$ cat config.mk
export PLATFORM = sky130hd
export DESIGN_NAME = free_list_flat
export DESIGN_NICKNAME = d
export VERILOG_FILES = /design/src/rtl/free_list_if.sv /design/src/rtl/free_list.sv /design/src/flat_wrapper.sv
export SDC_FILE = /design/constraint.sdc
export NUM_CORES = 1
export LEC_CHECK = 0
export CORE_ASPECT_RATIO = 1.4
export CORE_MARGIN = 5
export CORE_UTILIZATION = 25
export DETAILED_ROUTE_END_ITERATION = 6
export PLACE_DENSITY = 0.41
export SLEW_MARGIN = 20
export SYNTH_ARGS = -nofsm -noshare
export SYNTH_HDL_FRONTEND = slang
export SYNTH_SLANG_ARGS = --single-unit
$ cat constraint.sdc
create_clock -name clk -period 11 [get_ports clk]
set_clock_uncertainty 0.15 [all_clocks]
set_input_delay 3.3 -clock clk [delete_from_list [all_inputs] [get_ports clk]]
set_output_delay 3.3 -clock clk [all_outputs]
set_load 0.02 [all_outputs]
$ cat src/rtl/free_list_if.sv
// Dispatch/retire/recovery bundle between the rename stage and the free list.
interface free_list_if;
  logic [1:0]       haz_nDispatched;
  logic [1:0][5:0]  rob_retireTagOld;
  logic [1:0]       rob_nRetired;
  logic             br_fub_pred_wrong;
  logic [4:0]       bs_recov_fl_tail;
  logic [1:0][5:0]  fl_freeRegs;
  logic [5:0]       fl_availableRegs;
  logic [4:0]       fl_tail;
  logic [4:0]       head;
  logic [31:0][5:0] free;

  modport master (
    output haz_nDispatched, rob_retireTagOld, rob_nRetired,
           br_fub_pred_wrong, bs_recov_fl_tail,
    input  fl_freeRegs, fl_availableRegs, fl_tail, head, free
  );

  modport slave (
    input  haz_nDispatched, rob_retireTagOld, rob_nRetired,
           br_fub_pred_wrong, bs_recov_fl_tail,
    output fl_freeRegs, fl_availableRegs, fl_tail, head, free
  );
endinterface

$ cat src/rtl/free_list.sv
// Circular free list of physical register tags: two allocations and two
// frees per cycle, with head restore from a branch checkpoint on mispredict.
module free_list (
  input  logic       clk,
  input  logic       reset,
  free_list_if.slave fl
);
  localparam int FL_SIZE  = 32;
  localparam int NUM_PHYS = 64;
  localparam int PTR_W    = $clog2(FL_SIZE);
  localparam int TAG_W    = $clog2(NUM_PHYS);
  localparam int CNT_W    = PTR_W + 1;

  logic [FL_SIZE-1:0][TAG_W-1:0] freeMem;
  logic [PTR_W-1:0]              headPtr;
  logic [PTR_W-1:0]              tailPtr;
  logic [CNT_W-1:0]              count;
  logic [PTR_W-1:0]              headNext1;
  logic [PTR_W-1:0]              tailNext1;
  logic [PTR_W-1:0]              recovDist;

  // Pointer arithmetic wraps naturally at the 5-bit width (modulo 32).
  assign headNext1 = headPtr + PTR_W'(1);
  assign tailNext1 = tailPtr + PTR_W'(1);
  // Entries handed out since the checkpoint; zero means nothing to give back.
  assign recovDist = headPtr - fl.bs_recov_fl_tail;

  // Storage, pointers and occupancy; reset wins over every other action.
  always_ff @(posedge clk) begin
    if (reset) begin
      for (int i = 0; i < FL_SIZE; i++) begin
        freeMem[i] <= TAG_W'(FL_SIZE + i);
      end
      headPtr <= '0;
      tailPtr <= '0;
      count   <= CNT_W'(FL_SIZE);
    end else begin
      if (fl.rob_nRetired >= 2'd1) freeMem[tailPtr]   <= fl.rob_retireTagOld[0];
      if (fl.rob_nRetired == 2'd2) freeMem[tailNext1] <= fl.rob_retireTagOld[1];
      tailPtr <= tailPtr + PTR_W'(fl.rob_nRetired);
      if (fl.br_fub_pred_wrong) begin
        // Dispatch is squashed this cycle; wrong-path tags return to the list.
        headPtr <= fl.bs_recov_fl_tail;
        count   <= count + CNT_W'(recovDist) + CNT_W'(fl.rob_nRetired);
      end else begin
        headPtr <= headPtr + PTR_W'(fl.haz_nDispatched);
        count   <= count - CNT_W'(fl.haz_nDispatched) + CNT_W'(fl.rob_nRetired);
      end
    end
  end

  // Allocation candidates are read from pre-write storage, so no same-cycle bypass.
  always_comb begin
    fl.fl_freeRegs[0]   = freeMem[headPtr];
    fl.fl_freeRegs[1]   = freeMem[headNext1];
    fl.fl_availableRegs = count;
    fl.fl_tail          = tailPtr;
    fl.head             = headPtr;
    fl.free             = freeMem;
  end
endmodule

$ cat src/flat_wrapper.sv
// flat-port wrapper written by rule: the top's interface ports become plain ports
module free_list_flat 
  (clk, reset, fl_haz_nDispatched, fl_rob_retireTagOld, fl_rob_nRetired, fl_br_fub_pred_wrong, fl_bs_recov_fl_tail, fl_fl_freeRegs, fl_fl_availableRegs, fl_fl_tail, fl_head, fl_free);
  free_list_if fl_i ();
  input  logic clk;
  input  logic reset;
  input wire logic [$bits(fl_i.haz_nDispatched)-1:0] fl_haz_nDispatched;
  input wire logic [$bits(fl_i.rob_retireTagOld)-1:0] fl_rob_retireTagOld;
  input wire logic [$bits(fl_i.rob_nRetired)-1:0] fl_rob_nRetired;
  input wire logic [$bits(fl_i.br_fub_pred_wrong)-1:0] fl_br_fub_pred_wrong;
  input wire logic [$bits(fl_i.bs_recov_fl_tail)-1:0] fl_bs_recov_fl_tail;
  output wire logic [$bits(fl_i.fl_freeRegs)-1:0] fl_fl_freeRegs;
  output wire logic [$bits(fl_i.fl_availableRegs)-1:0] fl_fl_availableRegs;
  output wire logic [$bits(fl_i.fl_tail)-1:0] fl_fl_tail;
  output wire logic [$bits(fl_i.head)-1:0] fl_head;
  output wire logic [$bits(fl_i.free)-1:0] fl_free;
  assign fl_i.haz_nDispatched = fl_haz_nDispatched;
  assign fl_i.rob_retireTagOld = fl_rob_retireTagOld;
  assign fl_i.rob_nRetired = fl_rob_nRetired;
  assign fl_i.br_fub_pred_wrong = fl_br_fub_pred_wrong;
  assign fl_i.bs_recov_fl_tail = fl_bs_recov_fl_tail;
  assign fl_fl_freeRegs = fl_i.fl_freeRegs;
  assign fl_fl_availableRegs = fl_i.fl_availableRegs;
  assign fl_fl_tail = fl_i.fl_tail;
  assign fl_head = fl_i.head;
  assign fl_free = fl_i.free;
  free_list u_core (.clk(clk), .reset(reset), .fl(fl_i));
endmodule
# Yosys cells after proc, flatten, opt, wreduce, memory -nomap -nowiden

Index checks and enable logic that the tools add are counted.

Register bits after elaboration: 208
Latch bits: 0
Bits in writable memories: 0
Bits in read-only memories: 0
Output and inout bits: 220
Word-level logic and storage cells: 69
Memories kept: 0

Add/sub/neg operators: 9
Multiply operators: 0
Divide/modulo/power cells: 0
Magnitude comparators: 7
Equal/unequal tests: 1
Shift-type cells: 0
Muxes and demuxes: 15
Bitwise gates (word level): 0
Reduce and logical (&&, ||, !) cells: 2

Operators by type and width:

| kind                | count |
|---|---|
| $mux 192            | 3 |
| $bwmux 192          | 2 |
| $bmux 6 s5          | 2 |
| $demux 6 s5         | 2 |
| $mux 6              | 5 |
| $lt 5x6->1 const B  | 4 |
| $add 6x2->6         | 2 |
| $add 5x1->5 const B | 2 |
| $add 5x2->5         | 2 |
| $ge 5x1->1 const B  | 2 |
| $add 6x5->6         | 1 |
| $sub 6x2->6         | 1 |
| $mux 5              | 1 |
| $sub 5x5->5         | 1 |
| $eq 2x2->1 const B  | 1 |
| $ge 2x1->1 const B  | 1 |
| $logic_and 1x1->1   | 2 |

# Logic depth before layout (Yosys ltp)

Gate-level depths: netlist of the first run.

Word-level depth: 9
Depth in mapped cells: 18
Gate-level depth less buffers: 15

# Worst setup path after synthesis of the first run

No wires, ideal clock.

Kind: input -> register
From: input fl_bs_recov_fl_tail[0]
To: register u_core.count[5], in the netlist u_core.fl.fl_availableRegs[5]
Library setup time: 121 ps
Data arrival time: 5612 ps
Path slack: 5117 ps
Cell stages on the path: 14
Cells stage by stage: ha_1 -> inv_1 -> fa_1 -> inv_1 -> fa_1 -> inv_1 -> ha_1 -> inv_1 -> fa_1 -> nor2b_1 -> o21a_1 -> nor3_1 -> nor3b_1 -> o21bai_1

Cells in the longest elaborated chain, start to end: 4

Ends and longest elaborated chain:

| what                 | RTL line           | source |
|---|---|---|
| from (decl)          | flat_wrapper.sv:11 | `input wire logic [$bits(fl_i.bs_recov_fl_tail)-1:0] fl_bs_recov_fl_tail;` |
| $sub 5x5->5          | free_list.sv:26    | `assign recovDist = headPtr - fl.bs_recov_fl_tail;` |
| $add 6x5->6          | free_list.sv:44    | `count <= count + CNT_W'(recovDist) + CNT_W'(fl.rob_nRetired);` |
| $add 6x2->6          | free_list.sv:44    |  |
| $mux 6               | free_list.sv:41    | `if (fl.br_fub_pred_wrong) begin` |
| to (signal assigned) | free_list.sv:36    | `count <= CNT_W'(FL_SIZE);` |
| to (signal assigned) | free_list.sv:44    |  |
| to (signal assigned) | free_list.sv:47    | `count <= count - CNT_W'(fl.haz_nDispatched) + CNT_W'(fl.rob_nRetired);` |
| to (decl)            | free_list.sv:17    | `logic [CNT_W-1:0] count;` |

No other way between the ends.
A chain may end at the register's enable or synchronous reset.

# Worst setup path after layout of the first run

From: register u_core.headPtr[1], in the netlist u_core.fl.head[1]
To: output fl_fl_freeRegs[7]

Cells in the longest elaborated chain, start to end: 3

Ends and longest elaborated chain:

| what                         | RTL line           | source |
|---|---|---|
| from (decl)                  | free_list.sv:15    | `logic [PTR_W-1:0] headPtr;` |
| from (signal assigned)       | free_list.sv:43    | `headPtr <= fl.bs_recov_fl_tail;` |
| from (signal assigned)       | free_list.sv:46    | `headPtr <= headPtr + PTR_W'(fl.haz_nDispatched);` |
| $add 5x1->5                  | free_list.sv:23    | `assign headNext1 = headPtr + PTR_W'(1);` |
| $bmux 6 s5                   | free_list.sv:55    | `fl.fl_freeRegs[1] = freeMem[headNext1];` |
| $mux 6 (not written as such) | free_list.sv:55    |  |
| to (decl)                    | flat_wrapper.sv:12 | `output wire logic [$bits(fl_i.fl_freeRegs)-1:0] fl_fl_freeRegs;` |

No other way between the ends. The select of a mux whose other input is x is not followed.

==> results.py, run 1 <==
metrics = {
    "critical_path": {
        "crit_chain": "ha_4, mux4_2, nand2_1, a32o_1, a311oi_1, clkdlybuf4s50_1",
        "crit_end": "fl_fl_freeRegs[7]",
        "r2r_cells": 16,
        "path_depth": 6,
        "crit_path_start_kind": "register",
        "crit_type": "reg2out",
        "crit_buf_inv": 1,
        "cp_top_family": "compound AO/OA/AOI/OAI gates",
        "worst_path_max_delay_cell": "ha_4",
        "cp_max_fo": 48,
        "arrival_ns": 4.33,
        "required_ns": 7.55,
        "critPathMaxStageDelay_ns": 0.82,
        "cp-startpoint": "u_core.fl.head[1]$_SDFF_PP0_",
        "worstSetupEndpointType": "output pin",
        "reg2reg_slack_ns": 6.79,
        "r2r-end": "u_core.fl.fl_availableRegs[5]$_SDFF_PP1_",
        "reg2reg_from": "u_core.fl.head[0]$_SDFF_PP0_",
    },
    "clocking": {
        "hold_buffers": 0,
        "root_buffer": "clkbuf_16",
        "cts_inserted_buffers": 24,
        "cts_tree": "done",
        "cts.sinks": 208,
        "clkLatencyLatePin_ns": 0.57,
        "cts_resized": 0,
        "clockBufferDepth": 3,
        "clock_tree.htree_level_count": 1,
        "path_clk_slew_ns": 0.06,
        "cts_setup_buffers": 0,
    },
    "die": {
        "die-area_um2": 61600,
        "io_pins": 244,
        "coreArea_um2": 56300,
        "die_h_um": 292,
        "num_rows": 103,
        "die_x_um": 211,
        "start_util": 0.252,
    },
    "timing": {
        "setup_violations": 0,
        "hold_viol": 0,
        "grt_setup_unrepaired": "no",
        "worstMarginPinSlew_ns": 1.03,
        "tns_ns": 0,
        "drv_slew": 0,
        "fmax_ghz": 0.129,
        "fin_ws_ns": 3.22,
        "maxSlewHeadroom": 0.314,
        "period_share": 0.707,
        "period_minus_slack_ns": 7.78,
    },
    "logic_synthesis": {
        "synthTopCellsByArea": "dfxtp_1 (29%), mux2i_1 (17%), mux4_2 (12%), nor2_1 (5.7%), a21oi_1 (4.9%)",
        "synthArstFlopShare": 0,
        "yosysTopAreaCell": "dfxtp_1",
        "synth_common_cells": "mux2i_1 (236), nor2_1 (214), dfxtp_1 (208)",
        "yosysMostFrequentCell": "mux2i_1",
        "ys_ff_latch": 208,
        "synth.top_cell.area_share": 0.294,
        "ys.flop_type": "dfxtp_1",
        "synth_cells": 1556,
        "seq_area_frac_synth": 0.294,
        "synth_edf_count": 0,
        "avgSynthCellArea_um2": 9.11,
        "ys_types": 59,
        "yosysWarnings": 0,
        "synth_nets": 1610,
        "synth_area_um2": 14200,
    },
    "global_route": {
        "globalRouteTotalUtil": 0.217,
        "antenna_found_initial": 0,
        "grt.overflow.total": 0,
        "grt_max_degree": 100,
        "grt_pass1_wl_mm": 98.3,
        "grt_pass1_vias": 12900,
    },
    "drt": {
        "drtIter0Drc": 1018,
        "drc_errors": 0,
        "dr.pass1.iters": 5,
        "wl_per_cell_um": 28.3,
        "ant_nets": 0,
        "wirelength_mm": 69.4,
        "vias": 13000,
        "vias_per_cell": 5.28,
    },
    "power_and_ir_drop": {
        "power_density_nw_per_um2": 128,
        "ir_worst_vdd_mv": 0.0699,
        "p_leak_nw": 6.24,
        "power_mw": 2.30,
    },
    "job": {
        "drv_cap": 0,
    },
    "final_layout": {
        "fin_nets": 1757,
        "area_growth_pct": 26.6,
        "drive_gt1_frac": 0.172,
        "antennaDiodeCount": 0,
    },
    "place": {
        "globalplace.congestion": 0.906,
        "dp_hpwl_mm": 49.8,
        "dp_slack_ns": 3.73,
        "io_buffers": 243,
    },
    "status": {
        "status": "completed",
    },
    "hold_path": {
        "min_path_type": "reg2reg",
    },
}
[cells in the final DEF (no fill, tap or decap), types with 5 or more instances in the layout]
master,netlist,routed
clkdlybuf4s50_1,0,242
mux2i_1,236,236
nor2_1,214,214
dfxtp_1,208,206
a21oi_1,140,140
or2_2,109,109
nand2_1,84,84
mux4_2,78,78
a211oi_1,76,76
inv_1,28,28
nand3_1,28,28
buf_4,9,27
clkbuf_16,0,24
ha_1,22,21
a311oi_1,18,18
o21ai_0,17,17
nor3_4,13,13
a22oi_1,12,12
xnor2_1,12,12
nor2_2,10,9
and2_1,8,8
a32o_1,8,8
fa_1,8,8
nand3b_1,7,7
clkbuf_8,0,7
nor2b_1,6,6
or2_1,5,5
[stage by stage]
stage	std cells	util	hold slack [ns]	instance area, um^2
2_1_floorplan	1556	-	0.444	14200
3_3_place_gp	2412	0.304	0.416	17100
3_5_place_dp	2412	0.304	0.427	17100
4_1_cts	2455	0.318	0.436	17900
5_1_grt	2455	0.318	0.475	17900
6_report	2455	0.318	0.440	17900
[cell type report]
type,count,area [um^2]
inverter,31,116
fill,5803,38400
sequential,208,4170
clock inverter,8,105
clock buffer,35,712
multi-input combinational,1168,9280
tap,735,920
timing repair buffer,270,2640
[per-layer routing]
metal,track usage,share of wire,vias up
li1,-,-,5892
met1,0.260,0.39,6452
met2,0.392,0.51,493
met3,0.0276,0.050,132
met4,0.0824,0.043,0
met5,0,0,-
[worst min-delay path by stage]
stage | from | to | slack [ns] | cells after the start
floorplan | u_core.fl.free[164]$_SDFF_PP0_ | u_core.fl.free[164]$_SDFF_PP0_ | 0.44 | 2
global placement | u_core.fl.free[21]$_SDFF_PP0_ | u_core.fl.free[21]$_SDFF_PP0_ | 0.42 | 2
CTS | u_core.fl.free[22]$_SDFF_PP0_ | u_core.fl.free[22]$_SDFF_PP0_ | 0.44 | 2
global route | u_core.fl.free[21]$_SDFF_PP0_ | u_core.fl.free[21]$_SDFF_PP0_ | 0.47 | 2
detailed placement | u_core.fl.free[22]$_SDFF_PP0_ | u_core.fl.free[22]$_SDFF_PP0_ | 0.43 | 2
finish | u_core.fl.free[20]$_SDFF_PP0_ | u_core.fl.free[20]$_SDFF_PP0_ | 0.44 | 2
[sequential cells by signal (all words and copies together) (netlist names)]
register                    flops
u_core.fl.free                192
u_core.fl.fl_availableRegs      6
u_core.fl.fl_tail               5
u_core.fl.head                  5
[where the power goes]
| part | switching (mW) | internal [mW] | total (mW) |
|---|---|---|---|
| registers | 0.0512 | 0.778 | 0.829 |
| clock network | 0.367 | 0.496 | 0.863 |
| logic | 0.354 | 0.257 | 0.611 |
| total | 0.772 | 1.53 | 2.30 |
[worst reg2reg max path: cells and delay by family (launching register included)]
family | cells | cell delay, ns
AOI/OAI and AO/OA | 2 | 0.24
adders and majority gates | 5 | 1.71
buffers and inverters | 6 | 1.17
DFF | 1 | 0.46
and+or+nand+nor | 3 | 0.37
[cell families (layout without fill, tap and decap cells)]
logic type	after synthesis	in the layout	synth area share
AND/OR/NAND/NOR	523	523	0.192
multiplexers	315	315	0.291
AO/OA/AOI/OAI	284	284	0.126
flip-flops	208	208	0.294
buffers and inverters	180	344	0.0557
adder cells (fa/ha/maj)	30	30	0.0307
XOR/XNOR	16	16	0.0104
Power figures use the tool's default switching activity.
==> inputs of run 2 (changes only) <==
--- a/config.mk
+++ b/config.mk
@@ -9,7 +9,7 @@
 export CORE_MARGIN = 5
 export CORE_UTILIZATION = 25
 export DETAILED_ROUTE_END_ITERATION = 6
-export PLACE_DENSITY = 0.41
+export PLACE_DENSITY = 0.42
 export SLEW_MARGIN = 20
 export SYNTH_ARGS = -nofsm -noshare
 export SYNTH_HDL_FRONTEND = slang
==> constraint.sdc (replaced) <==
create_clock -name clk -period 6.4 [get_ports clk]
set_clock_uncertainty 0.15 [all_clocks]
set_input_delay 1.92 -clock clk [delete_from_list [all_inputs] [get_ports clk]]
set_output_delay 1.92 -clock clk [all_outputs]
set_load 0.02 [all_outputs]
==> run 2 against run 1 <==
Via count decreased by 0.86%. Final cell count increased by 0.20%. Worst setup slack got worse by 2.7 ns. Power increased by 70%. Hold slack got worse by 0.022 ns. Sequential power increased by 70%. Clock power increased by 65%. Core utilization about the same. Sequential share of layout area about the same. Largest power group unchanged.
==> results.py, run 2 (synthesis results as in run 1) <==
metrics = {
    "status": {
        "status": "completed",
    },
    "final_layout": {
        "largest_reg_flops": 192,
        "drive_gt1_frac": 0.174,
        "final_util": 0.318,
        "antennaDiodeCount": 0,
        "fin_nets": 1763,
        "fin_area_um2": 17900,
        "layout_commonest_cell": "clkdlybuf4s50_1",
        "layout_common_cells": "clkdlybuf4s50_1 (242), mux2i_1 (236), nor2_1 (214), dfxtp_1 (206), a21oi_1 (140)",
        "area_growth_pct": 26.5,
    },
    "global_route": {
        "grt_max_degree": 125,
        "globalRouteTotalUtil": 0.210,
        "grt_pass1_vias": 12900,
        "grt_pass1_wl_mm": 96.3,
        "antenna_found_initial": 0,
        "grt.overflow.total": 0,
    },
    "clocking": {
        "cts_setup_buffers": 0,
        "cts_inserted_buffers": 25,
        "clock_tree.htree_level_count": 1,
        "cts_tree": "done",
        "cts.sinks": 208,
        "clockBufferDepth": 3,
        "path_clk_slew_ns": 0.07,
        "clkLatencyLatePin_ns": 0.55,
        "root_buffer": "clkbuf_16",
        "cts_resized": 0,
        "hold_buffers": 0,
    },
    "critical_path": {
        "critPathMaxStageDelay_ns": 0.73,
        "worstSetupEndpointType": "output pin",
        "crit_type": "reg2out",
        "cp_top_family": "compound AO/OA/AOI/OAI gates",
        "cp_max_fo": 14,
        "r2r_cells": 16,
        "required_ns": 4.33,
        "crit_chain": "xor2_2, mux2i_1, a32o_1, a311oi_1, clkdlybuf4s50_1",
        "reg2reg_slack_ns": 2.50,
        "crit_buf_inv": 1,
        "r2r-end": "u_core.fl.fl_availableRegs[5]$_SDFF_PP1_",
        "arrival_ns": 3.79,
        "crit_path_start_kind": "register",
        "reg2reg_from": "u_core.fl.head[0]$_SDFF_PP0_",
        "worst_path_max_delay_cell": "dfxtp_1",
    },
    "drt": {
        "wl_per_cell_um": 27.2,
        "ant_nets": 0,
        "wirelength_mm": 66.9,
        "drtIter0Drc": 1047,
        "drc_errors": 0,
        "dr.pass1.iters": 5,
        "vias_per_cell": 5.23,
        "vias": 12900,
    },
    "timing": {
        "drv_slew": 0,
        "period_minus_slack_ns": 5.86,
        "setup_violations": 0,
        "worstMarginPinSlew_ns": 1.07,
        "period_share": 0.915,
        "maxSlewHeadroom": 0.284,
        "grt_setup_unrepaired": "no",
        "hold_viol": 0,
        "fmax_ghz": 0.171,
        "tns_ns": 0,
    },
    "place": {
        "io_buffers": 243,
        "globalplace.congestion": 0.946,
        "place_area_um2": 17200,
        "dp_hpwl_mm": 48.8,
    },
    "hold_path": {
        "holdPathStages": 2,
        "min_path_type": "reg2reg",
        "hold-path-endpoint": "u_core.fl.free[21]$_SDFF_PP0_",
        "min_from": "u_core.fl.free[21]$_SDFF_PP0_",
    },
    "die": {
        "die_h_um": 292,
        "coreArea_um2": 56300,
        "io_pins": 244,
        "die_x_um": 211,
        "die-area_um2": 61600,
        "start_util": 0.252,
        "num_rows": 103,
    },
    "job": {
        "drv_cap": 0,
    },
    "power_and_ir_drop": {
        "power_density_nw_per_um2": 218,
        "ir_worst_vdd_mv": 0.147,
        "p_leak_nw": 6.25,
    },
}
## run 2: cell types whose count changed in the layout (fill, tap and decap cells not counted), sizes merged
cell / previous run / this run
bufinv: 2 / 1
clkbuf: 35 / 33
buf: 28 / 33
clkinv: 8 / 11
## run 2: worst reg2reg max path: stages, from the launching register on
cell and delay (ns):
dfxtp_4 0.37, buf_12 0.41, inv_1 0.28, ha_1 0.27, inv_1 0.08, fa_1 0.41, inv_1 0.07, fa_1 0.41
inv_1 0.07, ha_1 0.15, inv_1 0.06, fa_1 0.46, nor2b_1 0.13, o21a_1 0.14, nor3_1 0.05, nor3b_1 0.19
o21bai_1 0.09
## run 2: through the flow
stage               worst slack, ns  hold WS [ns]  power [mW]  instances
floorplan                      1.90         0.444        2.11       1556
global placement               1.16         0.401        2.51       2417
detailed placement             1.15         0.411        2.52       2417
CTS                           0.551         0.419        3.96       2460
global route                  0.311         0.455        4.08       2460
finish                        0.542         0.418        3.91       2460
## run 2: how the worst max path moves through the flow
stage / start / to / slack (ns) / depth (start not counted)
after floorplan: fl_bs_recov_fl_tail[0] / u_core.fl.fl_availableRegs[5]$_SDFF_PP1_ / 1.90 / 14
after global placement: u_core.fl.head[1]$_SDFF_PP0_ / fl_fl_freeRegs[8] / 1.16 / 7
after detailed placement: u_core.fl.head[1]$_SDFF_PP0_ / fl_fl_freeRegs[8] / 1.15 / 7
after CTS: u_core.fl.head[1]$_SDFF_PP0_ / fl_fl_freeRegs[8] / 0.55 / 7
after global routing: u_core.fl.head[1]$_SDFF_PP0_ / fl_fl_freeRegs[8] / 0.31 / 7
final: u_core.fl.head[2]$_SDFF_PP0_ / fl_fl_freeRegs[8] / 0.54 / 5
## run 2: cell type report
class / instances / area [um^2]
fill: 5854 / 38400
timing repair buffer: 275 / 2700
tap: 735 / 920
multi-input combinational: 1168 / 9260
inverter: 31 / 116
sequential: 208 / 4170
clock inverter: 10 / 78.8
clock buffer: 33 / 686
## run 2: per-layer routing
metal / vias to the layer above / routed length, um / track usage
met5: - / 0 / 0
met4: 0 / 2870 / 0.0801
met3: 118 / 3400 / 0.0285
met2: 478 / 34500 / 0.379
met1: 6351 / 26200 / 0.250
li1: 5911 / - / -
## run 2: report_power, final
group | internal (mW) | switching [mW] | leakage [nW] | total, mW
registers | 1.34 | 0.0744 | 1.69 | 1.41
logic | 0.451 | 0.629 | 4.17 | 1.08
clock network | 0.789 | 0.627 | 0.385 | 1.42
total | 2.58 | 1.33 | 6.25 | 3.91
